## src/rtl/reorder_buffer.sv

```systemverilog
// reorder_buffer: circular, dual-width, in-order reorder buffer between
// rename/dispatch and retirement.
//  - Accepts up to two (T, T_old) pairs per cycle at the tail.
//  - Marks entries complete from two CDB tags.
//  - Retires up to two completed head entries per cycle. The retire outputs
//    are registered.
//  - On a branch mispredict, every entry younger than the head is squashed.
// ROB_full_o encoding: 2'd0 = NOT_FULL, 2'd1 = ONE_LEFT, 2'd2 = FULL.
// Optional feature macro: ROB_DEBUG_EN. It adds the head_debug and
// tail_debug pointer outputs.
`ifndef ROB_SIZE
`define ROB_SIZE 32
`endif
`ifndef PREG_NUMBER
`define PREG_NUMBER 64
`endif

module reorder_buffer #(
    parameter int ROB_SIZE    = `ROB_SIZE,
    parameter int PREG_NUMBER = `PREG_NUMBER,
    localparam int PW = $clog2(ROB_SIZE),
    localparam int TW = $clog2(PREG_NUMBER)
) (
    input  logic          clk,
    input  logic          reset,
    input  logic          dispatch_en_i,
    input  logic          dispatch_size_i,
    input  logic [TW-1:0] preg_tag_old_i [2],
    input  logic [TW-1:0] freeReg_i [2],
    input  logic [TW-1:0] CDB_i [2],
    input  logic          branch_mispredicted_i,
    output logic [TW-1:0] T_o [2],
    output logic [TW-1:0] T_old_o [2],
    output logic          retire_en_o [2],
    output logic [1:0]    ROB_full_o
`ifdef ROB_DEBUG_EN
    ,
    output logic [PW-1:0] head_debug,
    output logic [PW-1:0] tail_debug
`endif
);

    localparam int CW = PW + 1;
    localparam logic [1:0] ST_NOT_FULL = 2'd0;
    localparam logic [1:0] ST_ONE_LEFT = 2'd1;
    localparam logic [1:0] ST_FULL     = 2'd2;

    // Entry storage. The tag compare against the CDB needs every T at once,
    // so the storage is built from registers.
    logic [TW-1:0]       t_mem_q    [ROB_SIZE];
    logic [TW-1:0]       t_mem_d    [ROB_SIZE];
    logic [TW-1:0]       told_mem_q [ROB_SIZE];
    logic [TW-1:0]       told_mem_d [ROB_SIZE];
    logic [ROB_SIZE-1:0] complete_q, complete_d;

    logic [PW-1:0] head_q, head_d, tail_q, tail_d;
    logic [CW-1:0] count_q, count_d;

    logic          retire_en_q [2];
    logic          retire_en_d [2];
    logic [TW-1:0] t_out_q    [2];
    logic [TW-1:0] t_out_d    [2];
    logic [TW-1:0] told_out_q [2];
    logic [TW-1:0] told_out_d [2];

    logic [ROB_SIZE-1:0] valid;
    logic [ROB_SIZE-1:0] cdb_hit;

    logic          is_full, is_one_left;
    logic          acc0, acc1, ret0, ret1;
    logic [PW-1:0] head_p1, tail_p1;
    logic [CW-1:0] n_acc, n_ret;

    // Per-entry occupancy and CDB match. Only entries between head and tail
    // before the edge can match, so same-cycle dispatches are never matched.
    for (genvar gi = 0; gi < ROB_SIZE; gi++) begin : g_entry
        logic [PW-1:0] offset;
        assign offset       = PW'(gi) - head_q;
        assign valid[gi]    = {1'b0, offset} < count_q;
        assign cdb_hit[gi]  = valid[gi] &&
                              ((t_mem_q[gi] == CDB_i[0]) || (t_mem_q[gi] == CDB_i[1]));
    end

    // Occupancy status, dispatch acceptance and in-order retire selection.
    always_comb begin
        is_full     = (count_q == CW'(ROB_SIZE));
        is_one_left = (count_q == CW'(ROB_SIZE - 1));
        ROB_full_o  = is_full ? ST_FULL : (is_one_left ? ST_ONE_LEFT : ST_NOT_FULL);

        head_p1 = head_q + PW'(1);
        tail_p1 = tail_q + PW'(1);

        acc0 = dispatch_en_i && !branch_mispredicted_i && !is_full;
        acc1 = acc0 && dispatch_size_i && !is_one_left;

        // Completion for retire includes a same-cycle CDB hit (bypass).
        ret0 = !branch_mispredicted_i && (count_q != '0) &&
               (complete_q[head_q] || cdb_hit[head_q]);
        ret1 = ret0 && (count_q >= CW'(2)) &&
               (complete_q[head_p1] || cdb_hit[head_p1]);

        n_acc = CW'(acc0) + CW'(acc1);
        n_ret = CW'(ret0) + CW'(ret1);
    end

    // Next-state for entries, pointers, occupancy and the retire outputs.
    always_comb begin
        t_mem_d    = t_mem_q;
        told_mem_d = told_mem_q;
        complete_d = complete_q | cdb_hit;

        if (acc0) begin
            t_mem_d[tail_q]    = freeReg_i[0];
            told_mem_d[tail_q] = preg_tag_old_i[0];
            complete_d[tail_q] = 1'b0;
        end
        if (acc1) begin
            t_mem_d[tail_p1]    = freeReg_i[1];
            told_mem_d[tail_p1] = preg_tag_old_i[1];
            complete_d[tail_p1] = 1'b0;
        end

        if (branch_mispredicted_i) begin
            // Keep only the head entry; CDB hits on it were applied above.
            head_d = head_q;
            if (count_q != '0) begin
                tail_d  = head_p1;
                count_d = CW'(1);
            end else begin
                tail_d  = head_q;
                count_d = '0;
            end
        end else begin
            head_d  = head_q + PW'(n_ret);
            tail_d  = tail_q + PW'(n_acc);
            count_d = count_q + n_acc - n_ret;
        end

        retire_en_d[0] = ret0;
        retire_en_d[1] = ret1;
        t_out_d[0]     = ret0 ? t_mem_q[head_q]     : t_out_q[0];
        told_out_d[0]  = ret0 ? told_mem_q[head_q]  : told_out_q[0];
        t_out_d[1]     = ret1 ? t_mem_q[head_p1]    : t_out_q[1];
        told_out_d[1]  = ret1 ? told_mem_q[head_p1] : told_out_q[1];
    end

    // Tag payload storage. Contents past tail are never observed, so it has no reset.
    always_ff @(posedge clk) begin
        t_mem_q    <= t_mem_d;
        told_mem_q <= told_mem_d;
    end

    // Control state and registered retire outputs, with synchronous reset.
    always_ff @(posedge clk) begin
        if (reset) begin
            head_q      <= '0;
            tail_q      <= '0;
            count_q     <= '0;
            complete_q  <= '0;
            retire_en_q <= '{1'b0, 1'b0};
            t_out_q     <= '{'0, '0};
            told_out_q  <= '{'0, '0};
        end else begin
            head_q      <= head_d;
            tail_q      <= tail_d;
            count_q     <= count_d;
            complete_q  <= complete_d;
            retire_en_q <= retire_en_d;
            t_out_q     <= t_out_d;
            told_out_q  <= told_out_d;
        end
    end

    assign retire_en_o = retire_en_q;
    assign T_o         = t_out_q;
    assign T_old_o     = told_out_q;

`ifdef ROB_DEBUG_EN
    assign head_debug = head_q;
    assign tail_debug = tail_q;
`endif

endmodule

```

## config.mk

```make
export PLATFORM = sky130hd
export DESIGN_NAME = reorder_buffer
export DESIGN_NICKNAME = d
export VERILOG_FILES = /design/src/rtl/reorder_buffer.sv
export SDC_FILE = /design/constraint.sdc
export NUM_CORES = 2
export LEC_CHECK = 0
export ABC_AREA = 1
export CORE_MARGIN = 2
export CORE_UTILIZATION = 51
export CTS_CLUSTER_SIZE = 16
export DETAILED_ROUTE_END_ITERATION = 8
export PLACE_DENSITY = 0.69
export SLEW_MARGIN = 15
export SYNTH_ARGS = -nofsm -noshare
export SYNTH_HDL_FRONTEND = slang
export SYNTH_SLANG_ARGS = --single-unit
```

## constraint.sdc

```tcl
create_clock -name clk -period 7.5 [get_ports clk]
set_input_delay 1.5 -clock clk [delete_from_list [all_inputs] [get_ports clk]]
set_output_delay 1.5 -clock clk [all_outputs]
set_load 0.005 [all_outputs]
```

==> flow_summary.ini <==
[placement]
dp_hpwl_um = 103000
port_buffers = 68
finalWeightedCongestion = 1.03

[global_route]
grt_pass1_vias = 35700
grt_max_degree = 208
grt_pass1_wl_um = 229000
grt_overflow = 0
grt_use_total_pct = 42.5
initial_antenna_violation_count = 4

[synth]
yosysSeqAreaShare_pct = 25.9
synthesis.instances = 5871
yosys.area.top_type = dfxtp_1
leading_register_cell_type_out_of_synthesis = dfxtp_1
synth_warn = 0
nets_in_the_synthesized_netlist = 6008
post_synthesis_cell_type_count = 47
ys_seq_elements = 458
synthesis.area_um2 = 35400
synth_enable_flop_cells = 0
synth_async_sr_flop_share_pct = 0
synth.area.top_cells = dfxtp_1 26%, o21ai_0 16%, nand2_1 15%, a21oi_1 6.9%, nor2_1 5.2%
syn_area_per_cell_um2 = 6.03
synthDominantCellAreaShare_pct = 25.9

[routing]
drc = 0
vias_per_cell = 6.19
route.vias.total = 40800
drt.antenna.violating_nets = 0
dr.first_iter.drc_count = 6368
detail_route.first_pass.iterations = 7
drt-wirelength-per-cell_um = 23.8
totalWireLength_um = 157000

[worst_setup_path]
worstPathMaxFanout = 26
required_ps = 8050
startpoint_type = register
setup.worst_path.class = register to register
critical_path.endpoint_type = register
cp_slowest_stage_delay_ps = 950
cpMaxStageDelayCell = dfxtp_1
critical_path.n_buffers_inverters = 4
critPathTopFamily = simple AND/OR/NAND/NOR gates
data_arrival_time_of_the_worst_path_ps = 7290

[status]
status = complete, no violations

[clocking]
root_buffer = clkbuf_16
post_cts_resize_count = 0
cts-buffers-inserted = 54
cts.repair_timing.setup_buffer_count = 0
cts.sink_count = 458
cts.htree.levels = 2
cts-root-to-sink-buffers = 3
holdBufCountCts = 0
clock_tree_from_tritoncts = yes
clock_insertion_delay_worst_skew_ps = 670
clk_pin_slew_worst_paths_ps = 70

[power_and_ir_drop]
p_comb_share_pct = 37.5
pwr-share-seq_pct = 35.8
design_power_total_mw = 10.5
ratio_of_total_power_to_cell_area_nw_per_um2 = 278
total_switching_power_mw = 4.48
switching_share_pct = 42.9
clockPowerShare_pct = 26.6
internal-power_mw = 5.97
ir_worst_vdd_v = 0.000219
static-leakage-power_nw = 16.5

[cells_and_area]
reg_area_um2 = 9180
fillerInstances = 7074
multiInputGateArea_um2 = 22200
design.final.nets = 5748
area_growth_pct = 6.24
drive_gt1_share_pct = 4.17

[sta]
max_freq_mhz = 148
tightestPinTransition_ps = 1270
worst_slew_margin_rel_pct = 15.0
timing.final.setup_violations = 0
hold_viol_final = 0
final_max_slew_viol_count = 0
fin_setup_tns_ps = 0
rsz0062_at_grt = no
final.period_utilization_pct = 89.8
timing.final.crit_period_ps = 6740
finClkSkew_ps = 55.0

[die]
die_height_um = 267
initial_core_util_pct = 51.6
core-area_um2 = 68600
die_width_um = 267
ioPinCount = 69
rows = 96
fp.dieArea_um2 = 71500

[worst_hold_path]
hp-class = register to register

[flow_run]
maxCapViolCount = 0
[power by group through the flow]
stage / clock, mW / combinational, mW / sequential [mW]
5_1_grt: 2.87 / 4.35 / 3.80
4_1_cts: 2.77 / 3.78 / 3.70
3_5_place_dp: 0 / 3.76 / 3.74
2_1_floorplan: 0 / 2.74 / 3.54
3_3_place_gp: 0 / 3.72 / 3.75
6_report: 2.78 / 3.92 / 3.74
[synthesized netlist by cell type, types with 5 or more instances]
cell and count:
o211ai_1 161, ha_1 92, clkbuf_1 295, a31oi_1 38, inv_4 6, nand3_1 297, nor2_1 487, o21a_1 9
buf_2 84, inv_1 449, o21ai_1 32, buf_6 24, o221ai_1 22, nor4_1 14, xor2_1 182, nand2_1 1410
nor3_1 15, a21oi_1 487, buf_1 28, o22ai_1 44, o21ai_0 1124, inv_2 16, dfxtp_1 458, buf_4 41
a21o_1 9, nand4_1 5
[path summary, 6_finish.rpt]
path                             start                   endpoint  slack, ps  cells past startpoint
max             head_q[3]$_SDFFE_PP0N_      count_q[4]$_SDFF_PP0_        760                     32
min          complete_q[27]$_SDFF_PP0_  complete_q[27]$_SDFF_PP0_        470                      2
max reg2reg     head_q[3]$_SDFFE_PP0N_      count_q[4]$_SDFF_PP0_        760                     32
min reg2reg  complete_q[27]$_SDFF_PP0_  complete_q[27]$_SDFF_PP0_        470                      2
[worst register-to-register path: cells and delay by family, from the launching register on]
family          cells  cell delay, ps
compound gates      5            1270
fa+ha+maj           6            1730
buf+inv             4             370
flops               1             950
simple gates       17            2340
[routing by layer]
layer | wire (um) | track usage (%)
met1 | 60800 | 55.6
met2 | 64600 | 63.1
met3 | 20900 | 10.5
met4 | 10500 | 25.0
met5 | 13 | 0
[registers in the layout (all words and copies together) (netlist names)]
| name | count |
|---|---|
| T_o | 12 |
| tail_q | 5 |
| told_mem_q | 192 |
| t_mem_q | 192 |
| complete_q | 32 |
| count_q | 6 |
| retire_en_o | 2 |
| T_old_o | 12 |
| head_q | 5 |
[cells in the final DEF, fill, tap and decap left out, types with 5 or more instances in the layout]
| cell type | netlist | final |
|---|---|---|
| clkinv_2 | 0 | 6 |
| clkdlybuf4s50_1 | 0 | 56 |
| clkbuf_16 | 0 | 54 |
| o21a_1 | 9 | 9 |
| nand2_1 | 1410 | 1410 |
| clkbuf_1 | 295 | 14 |
| ha_1 | 92 | 91 |
| xor2_1 | 182 | 181 |
| nor3_1 | 15 | 15 |
| nor2_1 | 487 | 483 |
| clkinv_1 | 4 | 8 |
| o211ai_1 | 161 | 161 |
| o21ai_0 | 1124 | 1124 |
| nor2_2 | 4 | 8 |
| o221ai_1 | 22 | 22 |
| dfxtp_1 | 458 | 455 |
| a21o_1 | 9 | 9 |
| a31oi_1 | 38 | 38 |
| o21ai_1 | 32 | 32 |
| inv_2 | 16 | 18 |
| buf_4 | 41 | 82 |
| clkbuf_8 | 0 | 15 |
| nand3_1 | 297 | 297 |
| inv_4 | 6 | 7 |
| buf_2 | 84 | 12 |
| o22ai_1 | 44 | 44 |
| nand4_1 | 5 | 5 |
| a21oi_1 | 487 | 487 |
| nor4_1 | 14 | 14 |
| buf_12 | 0 | 6 |
| inv_1 | 449 | 443 |
[final cells by class]
type | count | share of cell area (%)
antenna | 3 | 0.0200
clock inverter | 17 | 0.579
tap | 931 | 3.10
timing repair buffer | 156 | 3.61
inverter | 476 | 4.84
sequential | 458 | 24.4
multi-input combinational | 4465 | 59.2
clock buffer | 83 | 4.28
[metrics by stage]
stage	setup WS [ps]	hold WS [ps]	instance area, um2	utilization (%)	cells
after CTS	920	468	37600	54.8	6586
final	764	468	37600	54.8	6589
after global placement	988	457	35800	52.1	6486
after floorplan	1640	437	35400	-	5871
after global routing	351	489	37600	54.8	6587
after detailed placement	928	458	35800	52.1	6486
[kinds of logic after synthesis]
| logic type | Yosys count | share of synthesized area (%) |
|---|---|---|
| flops | 458 | 25.9 |
| fa+ha+maj | 96 | 3.48 |
| compound gates | 1942 | 29.4 |
| simple gates | 2243 | 25.2 |
| buf+inv | 948 | 11.4 |
| xor+xnor | 184 | 4.61 |
No activity file was read; power rests on OpenSTA's default activity.
